[src/rtl/binarize_bbox_pkg.sv]
// Shared image-pipeline package.
// Holds the default coordinate widths, the gray pixel width and the
// state encoding of the bounding-box frame sequencer.
package binarize_bbox_pkg;

    localparam int DEF_X_W = 11;   // default column coordinate width
    localparam int DEF_Y_W = 11;   // default row coordinate width
    localparam int PIX_W   = 12;   // gray pixel / threshold width

    typedef enum logic [1:0] {
        ST_IDLE   = 2'd0,
        ST_ACTIVE = 2'd1,
        ST_REPORT = 2'd2
    } bbox_state_t;

endpackage

[src/rtl/binarize_bbox_sync_edge_det.sv]
// sync_edge_det: edge detector for a bundle of timing signals.
// Ports:
//   clk   - clock, rising edge
//   rst_n - synchronous active-low reset (history cleared to 0)
//   sig   - N level signals
//   rise  - 1 in the cycle a signal is 1 after being 0 the cycle before
//   fall  - 1 in the cycle a signal is 0 after being 1 the cycle before
// The pulses are formed from the live input and a registered copy of the
// previous cycle, so they line up with the pixel presented in the same
// cycle as the edge.
module sync_edge_det #(
    parameter int N = 2
) (
    input  logic         clk,
    input  logic         rst_n,
    input  logic [N-1:0] sig,
    output logic [N-1:0] rise,
    output logic [N-1:0] fall
);

    logic [N-1:0] prev_reg;

    always_ff @(posedge clk) begin
        if (!rst_n) begin
            prev_reg <= '0;
        end else begin
            prev_reg <= sig;
        end
    end

    generate
        for (genvar gi = 0; gi < N; gi++) begin : g_edge
            assign rise[gi] = sig[gi] & ~prev_reg[gi];
            assign fall[gi] = ~sig[gi] & prev_reg[gi];
        end
    endgenerate

endmodule

[src/rtl/binarize_bbox.sv]
// binarize_bbox: thresholds a gray pixel stream and reports, once per frame,
// the bounding box and population of the foreground pixels.
// Ports:
//   clk, iRST_n                         - clock, synchronous active-low reset
//   i_y_12b, i_h_sync, i_v_sync,
//   i_data_en                           - gray pixel stream with timing
//   i_threshold                         - threshold, latched on v_sync rise
//   o_bin, o_h_sync, o_v_sync, o_data_en- binarized stream, 1 cycle latency
//   o_x_min/o_x_max/o_y_min/o_y_max     - bounding box of the last frame
//   o_pix_count, o_box_found            - foreground count / non-empty flag
//   o_box_valid                         - one-cycle pulse on box update
module binarize_bbox
    import binarize_bbox_pkg::*;
#(
    parameter int X_W = DEF_X_W,
    parameter int Y_W = DEF_Y_W
) (
    input  logic                 clk,
    input  logic                 iRST_n,
    input  logic [PIX_W-1:0]     i_y_12b,
    input  logic                 i_h_sync,
    input  logic                 i_v_sync,
    input  logic                 i_data_en,
    input  logic [PIX_W-1:0]     i_threshold,
    output logic                 o_bin,
    output logic                 o_h_sync,
    output logic                 o_v_sync,
    output logic                 o_data_en,
    output logic [X_W-1:0]       o_x_min,
    output logic [X_W-1:0]       o_x_max,
    output logic [Y_W-1:0]       o_y_min,
    output logic [Y_W-1:0]       o_y_max,
    output logic [X_W+Y_W-1:0]   o_pix_count,
    output logic                 o_box_found,
    output logic                 o_box_valid
);

    localparam int C_W = X_W + Y_W;
    localparam logic [X_W-1:0] COL_SAT = '1;
    localparam logic [Y_W-1:0] ROW_SAT = '1;
    localparam logic [C_W-1:0] CNT_SAT = '1;

    // bit 0: v_sync, bit 1: data_en
    logic [1:0] edge_rise;
    logic [1:0] edge_fall;
    logic       vs_rise;
    logic       de_fall;

    sync_edge_det #(
        .N (2)
    ) u_edge (
        .clk   (clk),
        .rst_n (iRST_n),
        .sig   ({i_data_en, i_v_sync}),
        .rise  (edge_rise),
        .fall  (edge_fall)
    );

    assign vs_rise = edge_rise[0];
    assign de_fall = edge_fall[1];

    logic [PIX_W-1:0] thr_reg;
    logic [X_W-1:0]   col_reg;
    logic [Y_W-1:0]   row_reg;
    logic             fg;

    bbox_state_t      state_reg;
    logic [X_W-1:0]   run_x_min_reg, run_x_max_reg;
    logic [Y_W-1:0]   run_y_min_reg, run_y_max_reg;
    logic [C_W-1:0]   run_cnt_reg;

    logic [X_W-1:0]   base_x_min, base_x_max, x_min_next, x_max_next;
    logic [Y_W-1:0]   base_y_min, base_y_max, y_min_next, y_max_next;
    logic [C_W-1:0]   base_cnt, cnt_next;
    logic             run_has_fg;

    // The threshold register only moves on a v_sync rise, so the pixel in
    // that same cycle still uses the old frame's threshold.
    assign fg = i_data_en && (i_y_12b >= thr_reg);

    always_ff @(posedge clk) begin
        if (!iRST_n) begin
            thr_reg <= '0;
        end else if (vs_rise) begin
            thr_reg <= i_threshold;
        end
    end

    // Output stream pipeline: one register stage.
    always_ff @(posedge clk) begin
        if (!iRST_n) begin
            o_bin     <= 1'b0;
            o_h_sync  <= 1'b0;
            o_v_sync  <= 1'b0;
            o_data_en <= 1'b0;
        end else begin
            o_bin     <= fg;
            o_h_sync  <= i_h_sync;
            o_v_sync  <= i_v_sync;
            o_data_en <= i_data_en;
        end
    end

    // Current pixel coordinate is the counter value itself, so the first
    // pixel of a line is column 0 and the first line of a frame is row 0.
    always_ff @(posedge clk) begin
        if (!iRST_n) begin
            col_reg <= '0;
            row_reg <= '0;
        end else begin
            if (de_fall) begin
                col_reg <= '0;
            end else if (i_data_en && (col_reg != COL_SAT)) begin
                col_reg <= col_reg + 1'b1;
            end

            if (vs_rise) begin
                row_reg <= '0;
            end else if (de_fall && (row_reg != ROW_SAT)) begin
                row_reg <= row_reg + 1'b1;
            end
        end
    end

    // Next running values. In the report cycle the accumulators restart
    // from their empty values, but a foreground pixel arriving in that very
    // cycle already belongs to the new frame and must not be lost.
    always_comb begin
        base_x_min = run_x_min_reg;
        base_x_max = run_x_max_reg;
        base_y_min = run_y_min_reg;
        base_y_max = run_y_max_reg;
        base_cnt   = run_cnt_reg;
        if (state_reg == ST_REPORT) begin
            base_x_min = COL_SAT;
            base_x_max = '0;
            base_y_min = ROW_SAT;
            base_y_max = '0;
            base_cnt   = '0;
        end

        x_min_next = base_x_min;
        x_max_next = base_x_max;
        y_min_next = base_y_min;
        y_max_next = base_y_max;
        cnt_next   = base_cnt;
        if (fg) begin
            if (col_reg < base_x_min) x_min_next = col_reg;
            if (col_reg > base_x_max) x_max_next = col_reg;
            if (row_reg < base_y_min) y_min_next = row_reg;
            if (row_reg > base_y_max) y_max_next = row_reg;
            if (base_cnt != CNT_SAT)  cnt_next   = base_cnt + 1'b1;
        end
    end

    assign run_has_fg = (run_cnt_reg != '0);

    // Frame sequencer with registered box outputs.
    always_ff @(posedge clk) begin
        if (!iRST_n) begin
            state_reg     <= ST_IDLE;
            run_x_min_reg <= COL_SAT;
            run_x_max_reg <= '0;
            run_y_min_reg <= ROW_SAT;
            run_y_max_reg <= '0;
            run_cnt_reg   <= '0;
            o_x_min       <= '0;
            o_x_max       <= '0;
            o_y_min       <= '0;
            o_y_max       <= '0;
            o_pix_count   <= '0;
            o_box_found   <= 1'b0;
            o_box_valid   <= 1'b0;
        end else begin
            o_box_valid <= 1'b0;
            case (state_reg)
                ST_IDLE: begin
                    // Partial frame after reset: wait for a clean start.
                    if (vs_rise) state_reg <= ST_ACTIVE;
                end
                ST_ACTIVE: begin
                    run_x_min_reg <= x_min_next;
                    run_x_max_reg <= x_max_next;
                    run_y_min_reg <= y_min_next;
                    run_y_max_reg <= y_max_next;
                    run_cnt_reg   <= cnt_next;
                    if (vs_rise) state_reg <= ST_REPORT;
                end
                ST_REPORT: begin
                    o_x_min     <= run_has_fg ? run_x_min_reg : '0;
                    o_x_max     <= run_has_fg ? run_x_max_reg : '0;
                    o_y_min     <= run_has_fg ? run_y_min_reg : '0;
                    o_y_max     <= run_has_fg ? run_y_max_reg : '0;
                    o_pix_count <= run_cnt_reg;
                    o_box_found <= run_has_fg;
                    o_box_valid <= 1'b1;
                    run_x_min_reg <= x_min_next;
                    run_x_max_reg <= x_max_next;
                    run_y_min_reg <= y_min_next;
                    run_y_max_reg <= y_max_next;
                    run_cnt_reg   <= cnt_next;
                    state_reg     <= ST_ACTIVE;
                end
                default: state_reg <= ST_IDLE;
            endcase
        end
    end

endmodule
[config.mk]
export PLATFORM = sky130hd
export DESIGN_NAME = binarize_bbox
export DESIGN_NICKNAME = d
export VERILOG_FILES = /design/src/rtl/binarize_bbox_pkg.sv /design/src/rtl/binarize_bbox_sync_edge_det.sv /design/src/rtl/binarize_bbox.sv
export SDC_FILE = /design/constraint.sdc
export NUM_CORES = 1
export LEC_CHECK = 0
export BUFFER_PORTS_ARGS = -buffer_cell sky130_fd_sc_hd__buf_4
export CAP_MARGIN = 20
export CORE_MARGIN = 5
export CORE_UTILIZATION = 42
export CTS_BUF_LIST = sky130_fd_sc_hd__clkbuf_2 sky130_fd_sc_hd__clkbuf_4 sky130_fd_sc_hd__clkbuf_8
export DETAILED_ROUTE_END_ITERATION = 8
export MAX_ROUTING_LAYER = met4
export SLEW_MARGIN = 20
export SYNTH_ARGS = -nofsm -noshare
export SYNTH_HDL_FRONTEND = slang
export SYNTH_SLANG_ARGS = --single-unit
[constraint.sdc]
create_clock -name clk -period 3.5 [get_ports clk]
set_input_delay 0 -clock clk [delete_from_list [all_inputs] [get_ports clk]]
set_output_delay 0 -clock clk [all_outputs]
set_load 0.01 [all_outputs]
After elaboration in Yosys (flattened, before gate mapping):

Cells that the tools add are included.

* logic and storage cells: 73
* register bits: 176
* ROM bits: 0
* latch bits: 0
* memories kept: 0
* RAM bits: 0

* $mul: 0
* $lt $le $gt $ge: 5
* div/mod/pow operators: 0
* shift operators: 0
* bitwise logic cells: 5
* multiplexer cells: 23
* add/sub/neg operators: 3
* equal/unequal tests: 7
* reduce and logical (&&, ||, !) cells: 9

Operators by type and width (number)
* $mux 11: 16
* $mux 22: 3
* $add 11x1->11 const B: 2
* $add 22x1->22 const B: 1
* $gt 11x11->1: 2
* $lt 11x11->1: 2
* $ne 11x11->1 const B: 2
* $ne 22x22->1 const B: 1
* $reduce_bool 22->1: 1
* $ge 12x12->1: 1
* $pmux 2 s3: 1
* $reduce_or 2->1: 3
* $mux 2: 2
* $ne 2x2->1 const B: 2
* $logic_and 1x1->1: 3
* $not 1->1: 3
* $and 1x1->1: 2
* $eq 2x1->1 const B: 1
* $eq 2x2->1 const B: 1
* $logic_not 2->1: 1
* $reduce_and 2->1: 1
* $mux 1: 1

Longest topological paths before layout:

* word-level depth: 5
* depth in mapped cells: 16

Hierarchy:

A second synthesis with hierarchy kept.

* cells, all modules: 1005
* area, all modules: 8750.9 µm²

Modules (own cells, without submodules)
* binarize_bbox: area each 8673.3 µm², times used 1, cells an instance 997, seq. area each 3483.3 µm²
* sync_edge_det: area each 77.6 µm², times used 1, cells an instance 8, seq. area each 40.0 µm²

Worst setup path before layout:

Ideal clock, no wire load.

* kind: register to register
* start: reg state_reg[0]
* end: reg run_x_max_reg[1]
* path buffers: 5
* period minus slack after synthesis: 3.581 ns
* required time: 3.358 ns
* data arrival time: 3.439 ns
* library setup time: 0.142 ns
* cell stages (with the launch flop): 17
* slack: -0.081 ns
* path through: dfxtp_1 inv_1 ha_1 buf_2 inv_1 clkbuf_1 clkbuf_1 buf_1 nand2_1 ha_1 a21oi_1 o21ai_0 a2111oi_0 a41o_1 nand2b_1 clkbuf_1 a311oi_1

* word-level cells in the longest chain between the ends: 5
* elaborated cells between the ends (all ways): 7
* those cells by class: 1 x order compare; 2 x eq/ne; 3 x mux; 1 x reduce/logical

RTL lines
* from (decl): RTL line binarize_bbox.sv:67 `bbox_state_t state_reg;`
* from (signal assigned): RTL line binarize_bbox.sv:161 `state_reg <= ST_IDLE;`
* from (signal assigned): RTL line binarize_bbox.sv:179 `if (vs_rise) state_reg <= ST_ACTIVE;`
* from (signal assigned): RTL line binarize_bbox.sv:187 `if (vs_rise) state_reg <= ST_REPORT;`
* $eq 2x2->1: RTL line binarize_bbox.sv:134, binarize_bbox.sv:176
* $mux 11: RTL line binarize_bbox.sv:134 `if (state_reg == ST_REPORT) begin`
* $gt 11x11->1: RTL line binarize_bbox.sv:149 `if (col_reg > base_x_max) x_max_next = col_reg;`
* $mux 11: RTL line binarize_bbox.sv:149
* $mux 11: RTL line binarize_bbox.sv:147 `if (fg) begin`
* to (signal assigned): RTL line binarize_bbox.sv:183 `run_x_max_reg <= x_max_next;`
* to (signal assigned): RTL line binarize_bbox.sv:198 `run_x_max_reg <= x_max_next;`
* to (decl): RTL line binarize_bbox.sv:68 `logic [X_W-1:0] run_x_min_reg, run_x_max_reg;`

Parallel ways exist; a longest one is shown, timed or not.
A chain may end at the register's enable or synchronous reset.

Worst setup path after layout:

Ends and elaborated chain as after synthesis.

==> impl_summary.md <==
Cells and area
After the last flow step, the layout net total stands at 1,216. The finished cells cover 0.0104 mm2. The post-layout utilization of the core is 0.498. Of the cells placed in the final design, the portion with a size suffix greater than 1 is 0.153. The number of non-filler instances in the completed layout is 1,414. The area growth from synthesis to layout is 17.8%. 0 antenna diodes ended up in the layout.

STA
The worst slew slack as a fraction of its limit is 0.387. The maximum achievable frequency is 317 MHz. The tightest hold margin is 338 ps. Setup total negative slack on the finished layout was measured at 0 ps. For the pin with the worst max-slew slack, the measured transition is 919 ps. The final setup slack of the worst path is 345 ps. The total of endpoints with negative setup slack in the final report is 0. The shortest period the worst path allows is 3150 ps. The final clock period utilization by the worst path is 0.901. The final count of hold timing violations is 0. Setup repair after global routing left no endpoint under its margin. The count of final max-slew check failures came to 0. On the final layout, the worst clock skew is 12.6 ps.

Global route
Entering global routing, the biggest net connects 89 pins. The total overflow left after global routing is 0. The via count of the first global-routing pass came to 7,487. The number of antenna violations at the first check in global routing is 0.

The global-route wire length before repair is 37.4 mm. Across every metal layer, demand over resource in global routing totals 0.191.

Placement
The number of buffers inserted by port buffering is 100. The placement-stage worst setup slack is 313 ps. The routability-driven placement congestion ratio is 0.853. In this run the cell area measured after placement is 0.00981 mm2. The number of placed instances, taps included, is 1,364. The post-DP HPWL is 14.9 mm.

Power
The overall power consumption is 4.64 mW. The register share of total power is 0.474. IR analysis of the VDD net gives a maximum drop of 0.242 mV. The share of total power dissipated in combinational logic is 0.242. Summed over all cells, the static leakage comes to 4.25 nW. The switching part of the total power is 0.328. The cell internal power dissipation is 3.12 mW.

Dividing total power by cell area gives a power density of 447 mW/mm2. Of the total power, the clock network draws 0.284. The analysis attributes to net switching a power of 1.52 mW.

Yosys
The proportion of synthesized chip area in sequential cells is 0.396. The cell count after synthesis is 1,047. By count the netlist is led by dfxtp_1 (174), nor2_1 (121), nand2_1 (97). The cell type contributing the most total cell area after synthesis is dfxtp_1. The number of synthesized register bits is 174.

Synthesis produced a netlist with a net count of 1,136. The most numerous cell in the Yosys netlist is dfxtp_1. Averaged over all synthesized cells, the footprint is 8.41 um2. The number of enable flip-flop cells after synthesis is 0. The share of synthesized area in the top cell type comes to 0.396. Yosys printed 0 warnings. Summing every instance area after synthesis gives 0.00881 mm2.

The most used flip-flop cell after synthesis is dfxtp_1. By area the synthesized netlist is led by dfxtp_1 (40%), ha_1 (8.5%), nor2_1 (5.2%). For this run, asynchronously set or reset flops after synthesis account for 0. The number of distinct library cells after synthesis is 58.

Detailed routing
The number of DRC violations after detailed-routing iteration 0 is 457. The routed wire length per instance is 15.8 um. The post-route antenna net violation count is 0. The routed design has 22.4 mm of wire. The post-route DRC violation count is 0. The overall via count from detail_route is 7,890.

After detailed routing, the number of vias per cell comes to 5.58. The number of optimization iterations in the first detailed-route pass is 5.

CTS
The number of buffers on the longest clock path is 2. The clock sink count is 174. The clock slew at the register clock pins of the worst setup and hold paths is 90 ps. The TritonCTS clock tree is done. The clock tree synthesis step divided the H-tree into 4 levels. The clock reaches the later pin of the worst-skew pair after 450 ps. The tree is rooted in a clkbuf_8.

Counting the buffers created by CTS gives 17.

Floorplan
The floorplan die height is 155 um. The number of cell rows is 53. The area of the placeable core is 0.0208 mm2. The die is 155 um wide.

The die covers 0.0240 mm2. The starting utilization of the core area is 0.423. In this run the count of I/O pins placed on the die edge is 101.

Critical path
The worst setup path is of the flop to flop kind. The required time of the critical path is 3780 ps. The signal arrival time at the worst endpoint is 3430 ps.

STA classifies the critical path startpoint as a flop. The largest fanout on the critical path is 28. STA classifies the critical path endpoint as a flop.

Outcome
The run finished with clean final reports.

Hold path
In this run the worst hold path is classified as primary input to flop.

Run
The total of max-cap violations is 0.
per-layer routing:
layer | global-route usage | up-vias | wire length (um)
met5 | - | - | 0
met4 | 0.0341 | 0 | 142
met3 | 0.0420 | 10 | 958
met2 | 0.288 | 148 | 9960
met1 | 0.268 | 3720 | 11300
li1 | - | 4012 | -
kinds of logic (layout without fill, tap and decap cells):
kind of cell | count (synthesis) | in the layout | synth area share
adders and majority gates | 60 | 60 | 0.0852
AOI/OAI and AO/OA | 262 | 262 | 0.201
muxes | 35 | 35 | 0.0399
buffers and inverters | 110 | 202 | 0.0489
xor gates and xnor gates | 17 | 17 | 0.0169
and+or+nand+nor | 389 | 389 | 0.212
DFF | 174 | 174 | 0.396
cell type report:
class | count | area [um2]
Clock buffer | 24 | 293
Clock inverter | 7 | 65.1
Fill cell | 2032 | 10400
Inverter | 25 | 96.3
Multi-Input combinational cell | 763 | 4920
Sequential cell | 174 | 3480
Tap cell | 275 | 344
Timing Repair Buffer | 146 | 1170
layout by cell type, fill, tap and decap left out, drive strengths merged, types with 21 or more instances in the layout:
cell type,instances
buf,128
o31a,21
nor2,121
nor4,42
dfxtp,174
nand3,45
ha,60
clkbuf,24
inv,23
a21oi,70
a22oi,44
nand2,97
mux2i,34
o21ai,46
power by group through the flow:
stage | Sequential [mW] | Combinational (mW) | Clock (mW)
final | 2.20 | 1.12 | 1.32
after global routing | 2.22 | 1.26 | 1.45
after CTS | 2.20 | 1.12 | 1.37
after detailed placement | 2.25 | 1.11 | 0
after global placement | 2.25 | 1.09 | 0
after floorplan | 2.21 | 0.827 | 0
worst max-delay path: stages, from the launching register on:
cell	delay [ps]
dfxtp_1	320
inv_1	120
ha_4	160
clkinv_2	320
nand2_1	220
ha_1	270
a21oi_1	150
o21ai_0	90
a2111oi_1	610
a41o_1	180
nand2b_1	390
a311oi_1	160
final timing paths:
check	start	end	slack (ps)	cells after the start
min	i_threshold[3]	thr_reg[3]$_SDFFE_PN0P_	340	4
max reg2reg	state_reg[0]$_SDFFE_PN0P_	run_x_max_reg[1]$_SDFFE_PN0P_	350	11
max	state_reg[0]$_SDFFE_PN0P_	run_x_max_reg[1]$_SDFFE_PN0P_	350	11
min reg2reg	thr_reg[3]$_SDFFE_PN0P_	thr_reg[3]$_SDFFE_PN0P_	460	2
what timing repair did:
action / CTS / global route
gates resized for setup: 0 / 1
hold endpoints to repair: 29 / 0
setup endpoints to repair: 0 / 9
hold buffers: 18 / 0
buffers inserted: 0 / 0
No activity file was read; power rests on OpenSTA's default activity.
